[src/rtl/uart_rx.sv]
// uart_rx: 8N1 serial receiver with 2-FF synchroniser, centre sampling and stop-bit framing check
module uart_rx #(
  parameter int CLK_HZ = 125_000_000,
  parameter int BAUD   = 115200,
  parameter int DIV    = CLK_HZ / BAUD
) (
  input  logic       clk,
  input  logic       rst,
  input  logic       rx,
  output logic [7:0] data,
  output logic       valid,
  output logic       ferr,
  output logic       busy
);
  localparam int CW = $clog2(DIV);
  localparam logic [CW-1:0] HALF = CW'(DIV / 2 - 1);
  localparam logic [CW-1:0] FULL = CW'(DIV - 1);
  typedef enum logic [2:0] {IDLE, START, DATA, STOP, BRK} state_e;
  state_e        state_q, state_d;
  logic          rx_m_q, rx_s_q;
  logic [CW-1:0] cnt_q, cnt_d;
  logic [2:0]    idx_q, idx_d;
  logic [7:0]    shift_q, shift_d, data_q, data_d;
  logic          valid_q, valid_d, ferr_q, ferr_d;
  logic          tick;
  assign tick = cnt_q == '0;
  always_ff @(posedge clk) begin
    if (rst) begin
      state_q <= IDLE;
      rx_m_q  <= 1'b1;
      rx_s_q  <= 1'b1;
      cnt_q   <= '0;
      idx_q   <= '0;
      shift_q <= '0;
      data_q  <= '0;
      valid_q <= 1'b0;
      ferr_q  <= 1'b0;
    end else begin
      state_q <= state_d;
      rx_m_q  <= rx;
      rx_s_q  <= rx_m_q;
      cnt_q   <= cnt_d;
      idx_q   <= idx_d;
      shift_q <= shift_d;
      data_q  <= data_d;
      valid_q <= valid_d;
      ferr_q  <= ferr_d;
    end
  end
  always_comb begin
    state_d = state_q;
    case (state_q)
      IDLE:    state_d = rx_s_q ? IDLE : START;
      START:   state_d = !tick ? START : rx_s_q ? IDLE : DATA;
      DATA:    state_d = (tick && idx_q == 3'd7) ? STOP : DATA;
      STOP:    state_d = !tick ? STOP : rx_s_q ? IDLE : BRK;
      BRK:     state_d = rx_s_q ? IDLE : BRK;
      default: state_d = IDLE;
    endcase
  end
  // IDLE keeps the half-bit preload armed so the start edge needs no extra cycle
  always_comb begin
    cnt_d   = (state_q == IDLE) ? HALF : tick ? FULL : cnt_q - CW'(1);
    idx_d   = (state_q == START) ? 3'd0 : (state_q == DATA && tick) ? idx_q + 3'd1 : idx_q;
    shift_d = (state_q == DATA && tick) ? {rx_s_q, shift_q[7:1]} : shift_q;
    valid_d = state_q == STOP && tick && rx_s_q;
    ferr_d  = state_q == STOP && tick && !rx_s_q;
    data_d  = valid_d ? shift_q : data_q;
  end
  assign data  = data_q;
  assign valid = valid_q;
  assign ferr  = ferr_q;
  assign busy  = state_q != IDLE;
endmodule

[config.mk]
export PLATFORM = sky130hd
export DESIGN_NAME = uart_rx
export DESIGN_NICKNAME = d
export VERILOG_FILES = /design/src/rtl/uart_rx.sv
export SDC_FILE = /design/constraint.sdc
export NUM_CORES = 1
export LEC_CHECK = 0
export ABC_CLOCK_PERIOD_IN_PS = 2250
export BUFFER_PORTS_ARGS = -buffer_cell sky130_fd_sc_hd__buf_2
export CAP_MARGIN = 20
export CORE_MARGIN = 4
export CORE_UTILIZATION = 50
export CTS_BUF_LIST = sky130_fd_sc_hd__clkbuf_8
export CTS_CLUSTER_DIAMETER = 80
export CTS_CLUSTER_SIZE = 40
export DETAILED_ROUTE_END_ITERATION = 8
export PLACE_DENSITY = 0.68
export RECOVER_POWER = 50
export SLEW_MARGIN = 20
export SYNTH_ARGS = -nofsm -noshare
export SYNTH_HDL_FRONTEND = slang
export SYNTH_SLANG_ARGS = --single-unit
[constraint.sdc]
create_clock -name clk -period 2.25 [get_ports clk]
set_clock_uncertainty 0.05 [all_clocks]
set_input_delay 0.225 -clock clk [delete_from_list [all_inputs] [get_ports clk]]
set_output_delay 0.225 -clock clk [all_outputs]
set_load 0.005 [all_outputs]
# Word level (Yosys, flattened, before mapping)

Index checks and enable logic that the tools add are counted.

Output and inout port bits: 11
Input bits: 3
Bits in registers: 37

Add/subtract/negate cells: 2
Reductions and logical operators: 12
Eq/ne operators: 5
Muxes and demuxes: 9

Operators with widths:

| operator              | count |
|---|---|
| $pmux 3 s5            | 1 |
| $logic_not 11->1      | 1 |
| $mux 11               | 1 |
| $sub 11x1->11 const B | 1 |
| $mux 10               | 1 |
| $eq 3x2->1 const B    | 2 |
| $eq 3x3->1 const B    | 2 |
| $mux 3                | 2 |
| $logic_and 1x1->1     | 5 |
| $mux 2                | 2 |
| $reduce_or 2->1       | 2 |
| $add 3x1->3 const B   | 1 |
| $eq 3x1->1 const B    | 1 |
| $logic_not 3->1       | 1 |
| $reduce_bool 3->1     | 1 |
| $reduce_or 3->1       | 1 |
| $mux 1                | 2 |
| $logic_not 1->1       | 1 |

# Longest topological paths before layout

Depth in word-level cells: 4
Depth in mapped cells: 7
Mapped depth without buffers: 6

# Least setup slack after synthesis

Ideal clock, no wire load.

Kind: flip-flop to flip-flop
Start point: register cnt_q[2]
End point: register data_q[4], in the netlist data[4]
Data required time: 2,072 ps
Setup time: 128 ps
Path slack: 331 ps
Data arrival time: 1,741 ps
Stages on the path, launching flop included: 5
Clock period less this slack: 1,919 ps
Cells stage by stage: dfxtp_1 -> or4_4 -> nor4_4 -> mux2i_1 -> nor2_1

Word-level cells in the longest chain between the ends: 3

Ends and longest elaborated chain:

| what                            | RTL line | RTL |
|---|---|---|
| from (decl)                     | 21       | `logic [CW-1:0] cnt_q, cnt_d;` |
| from (signal assigned)          | 42       | `cnt_q <= cnt_d;` |
| $logic_not 11->1                | 26       | `assign tick = cnt_q == '0;` |
| $logic_and 1x1->1 (2 in series) | 66       | `valid_d = state_q == STOP && tick && rx_s_q;` |
| to (signal assigned)            | 45       | `data_q <= data_d;` |
| to (decl)                       | 23       | `logic [7:0] shift_q, shift_d, data_q, data_d;` |

Every way passes these cells.
A chain may end at the register's enable or synchronous reset.

# Final worst setup path

Start point: register cnt_q[2]
End point: register data_q[5], in the netlist data[5]

Same word-level chain as after synthesis.

==> impl_metrics.py <==
metrics = {
    "grt": {
        "gr-total-overflow": 0,
        "antenna_found_initial": 0,
        "grt_pass1_vias": 1120,
        "grt_max_degree": 31,
        "grt_pass1_wl_um": 5133,
        "track_usage": 0.1647,
    },
    "min_path": {
        "hold_class": "in -> reg",
        "hold_start": "rx",
        "whs_path_depth": 2,
        "min_to": "rx_m_q$_SDFF_PP1_",
    },
    "pwr": {
        "ir_worst_vdd_mv": 0.4611,
        "total_power_mw": 1.177,
        "total_leakage_power_nw": 0.7155,
        "power-per-cell-area_nw_per_um2": 691.3,
    },
    "cts": {
        "clk_pin_slew_ns": 0.07,
        "cts_resized": 0,
        "postCtsHoldBufs": 0,
        "cts_max_level": 2,
        "cts-buffers-inserted": 5,
        "tritoncts": "yes",
        "clockBufferDepth": 2,
        "cts_num_sinks": 37,
        "cts_root_buffer": "clkbuf_8",
        "post_cts_buffers": 0,
        "clk_latency_ns": 0.29,
    },
    "cells_and_area": {
        "post-route-util": 0.6019,
        "antenna_cells": 0,
        "fill_cells": 242,
        "drive_gt1_frac": 0.1322,
        "nets": 180,
        "area.growth.synth_to_final_pct": 12.02,
    },
    "sta": {
        "setup_violations": 0,
        "period_share": 0.8696,
        "slew_violations": 0,
        "rsz0062_at_grt": "false",
        "relSlewSlack": 0.1876,
        "fin_setup_tns_ns": 0,
        "final-hold-violation-count": 0,
        "fin_ws_ns": 0.2934,
        "timing.final.crit_period_ns": 1.957,
        "tightest_slew_ns": 1.219,
        "fmax_ghz": 0.5111,
    },
    "synthesis": {
        "yosysTopAreaCell": "dfxtp_1",
        "synth-adder-area-share": 0.03292,
        "ys_warn_count": 0,
        "synth_nets": 161,
        "synthArstFlopShare": 0,
        "synthFlopType": "dfxtp_1",
        "ys_types": 34,
        "netlist_area_sq_um": 1520,
        "avgSynthCellArea_sq_um": 9.871,
        "synth_most_common_cell": "dfxtp_1",
        "synth-seq-cells": 37,
        "synthTopCellsByCount": "dfxtp_1 (37), nor2_1 (29), mux2i_1 (18)",
        "synth_mux_area_frac": 0.1185,
        "synthTopCellsByArea": "dfxtp_1 (49%), mux2i_1 (12%), nor2_1 (7.2%)",
        "synth_compound_area_frac": 0.08724,
        "synthXorXnorAreaFrac": 0.03457,
        "synth_top_family_by_area": "simple AND/OR/NAND/NOR gates",
        "synthSimpleGateAreaFrac": 0.2189,
        "yosysTopAreaCellShare": 0.4872,
        "syn_inst": 154,
        "synth_edf_count": 0,
        "yosysSeqAreaShare": 0.4872,
    },
    "placement": {
        "io_buffers": 13,
        "dp_slack_ns": 0.3756,
        "routabilityCongestion": 0.9090,
        "hpwl_um": 2000,
    },
    "outcome": {
        "status": "completed",
    },
    "worst_setup_path": {
        "arrival_ns": 2.03,
        "r2r_start": "cnt_q[2]$_SDFF_PP0_",
        "reg2reg_slack_ns": 0.29,
        "crit_type": "reg -> reg",
        "reg2reg_to": "data[5]$_SDFFE_PP0P_",
        "critPathMaxFanout": 8,
        "crit_path_start_kind": "flop",
        "end_kind": "flop",
        "worst_r2r_path_depth": 5,
        "crit_required_ns": 2.33,
    },
    "die": {
        "start_util": 0.5374,
        "dieArea_sq_um": 3987,
        "fp.coreArea_sq_um": 2829,
        "die_y_um": 63.14,
        "num_rows": 19,
        "pin_count": 14,
        "die-width_um": 63.14,
    },
    "route": {
        "vias": 1167,
        "avgViaCountPerCell": 5.693,
        "post-route-drc-count": 0,
        "firstDrtPassIters": 4,
        "wl_um": 2843,
        "first_iter_violations": 45,
        "postRouteAntennaNets": 0,
        "wire_per_inst_um": 13.87,
    },
    "run": {
        "maxCapViolations": 0,
    },
}
layer usage:
metal | track usage | vias to the layer above | share of wire
li1 | - | 590 | -
met2 | 0.2596 | 30 | 0.46
met1 | 0.1958 | 542 | 0.47
met4 | 0.09917 | 0 | 0.022
met5 | 0 | - | 0
met3 | 0.04973 | 5 | 0.047
layout by cell type (no fill, tap or decap), types with 2 or more instances in the layout:
| master | synthesis | routed |
|---|---|---|
| a211oi_1 | 2 | 2 |
| a31oi_1 | 5 | 5 |
| a41oi_1 | 2 | 2 |
| buf_2 | 1 | 7 |
| buf_4 | 0 | 3 |
| clkbuf_1 | 4 | 6 |
| clkbuf_8 | 0 | 5 |
| clkinv_2 | 0 | 2 |
| dfxtp_1 | 37 | 37 |
| ha_1 | 4 | 4 |
| inv_1 | 3 | 4 |
| mux2i_1 | 18 | 18 |
| nand2_1 | 5 | 5 |
| nand2b_1 | 3 | 3 |
| nand3_1 | 6 | 6 |
| nand4_1 | 2 | 2 |
| nor2_1 | 29 | 29 |
| nor2b_1 | 3 | 3 |
| nor3_1 | 3 | 3 |
| nor4_1 | 3 | 3 |
| o21ai_0 | 2 | 2 |
| or2_2 | 2 | 2 |
| xnor2_1 | 2 | 2 |
| xor2_1 | 4 | 4 |
kinds of logic (layout without fill, tap and decap cells):
group                      Yosys count  after routing
and+or+nand+nor                     63             63
DFF                                 37             37
AOI/OAI and AO/OA                   18             18
muxes                               18             18
buffers and inverters                8             28
xor gates and xnor gates             6              6
adders and majority gates            4              4
registers in the layout (all words and copies together), names as in the netlist:
register,flops
cnt_q,11
data,8
shift_q,8
idx_q,3
state_q,3
ferr,1
rx_m_q,1
rx_s_q,1
valid,1
metrics by stage:
step / cell area (sq um) / std cells / hold WS, ns
finish: 1703 / 205 / 0.06806
floorplan: 1520 / 154 / 0.2788
global route: 1703 / 205 / 0.05948
detailed placement: 1634 / 197 / 0.3436
global placement: 1634 / 197 / 0.3411
CTS: 1717 / 205 / 0.05546
report_power, final:
part	internal, mW	switching [mW]	total (mW)
Combinational	0.0275	0.0450	0.0725
Clock	0.210	0.220	0.429
Sequential	0.665	0.0106	0.675
how the worst max path moves through the flow:
stage,startpoint,to,slack (ns),cells past startpoint
2_1_floorplan,cnt_q[2]$_SDFF_PP0_,data[4]$_SDFFE_PP0P_,0.33,4
3_3_place_gp,cnt_q[2]$_SDFF_PP0_,data[7]$_SDFFE_PP0P_,0.42,5
3_5_place_dp,cnt_q[2]$_SDFF_PP0_,data[5]$_SDFFE_PP0P_,0.38,5
4_1_cts,cnt_q[2]$_SDFF_PP0_,data[5]$_SDFFE_PP0P_,0.37,5
5_1_grt,cnt_q[0]$_SDFF_PP0_,shift_q[1]$_SDFFE_PP0P_,0.07,7
6_report,cnt_q[2]$_SDFF_PP0_,data[5]$_SDFFE_PP0P_,0.29,5
layout make-up:
class / instances / area, sq um / share of cell area
clock inverter: 3 / 13.76 / 0.008082
inverter: 3 / 11.26 / 0.006613
timing repair buffer: 17 / 85.08 / 0.04996
clock buffer: 5 / 68.82 / 0.04041
sequential: 37 / 740.7 / 0.4350
multi-input combinational: 109 / 744.5 / 0.4372
tap: 31 / 38.79 / 0.02278
worst max-delay path: stages, from the launching register on:
cell	delay, ns
dfxtp_1	0.35
or4_1	0.63
nor4_4	0.27
buf_4	0.23
mux2i_1	0.21
nor2_1	0.05
No activity file was read; power rests on OpenSTA's default activity.
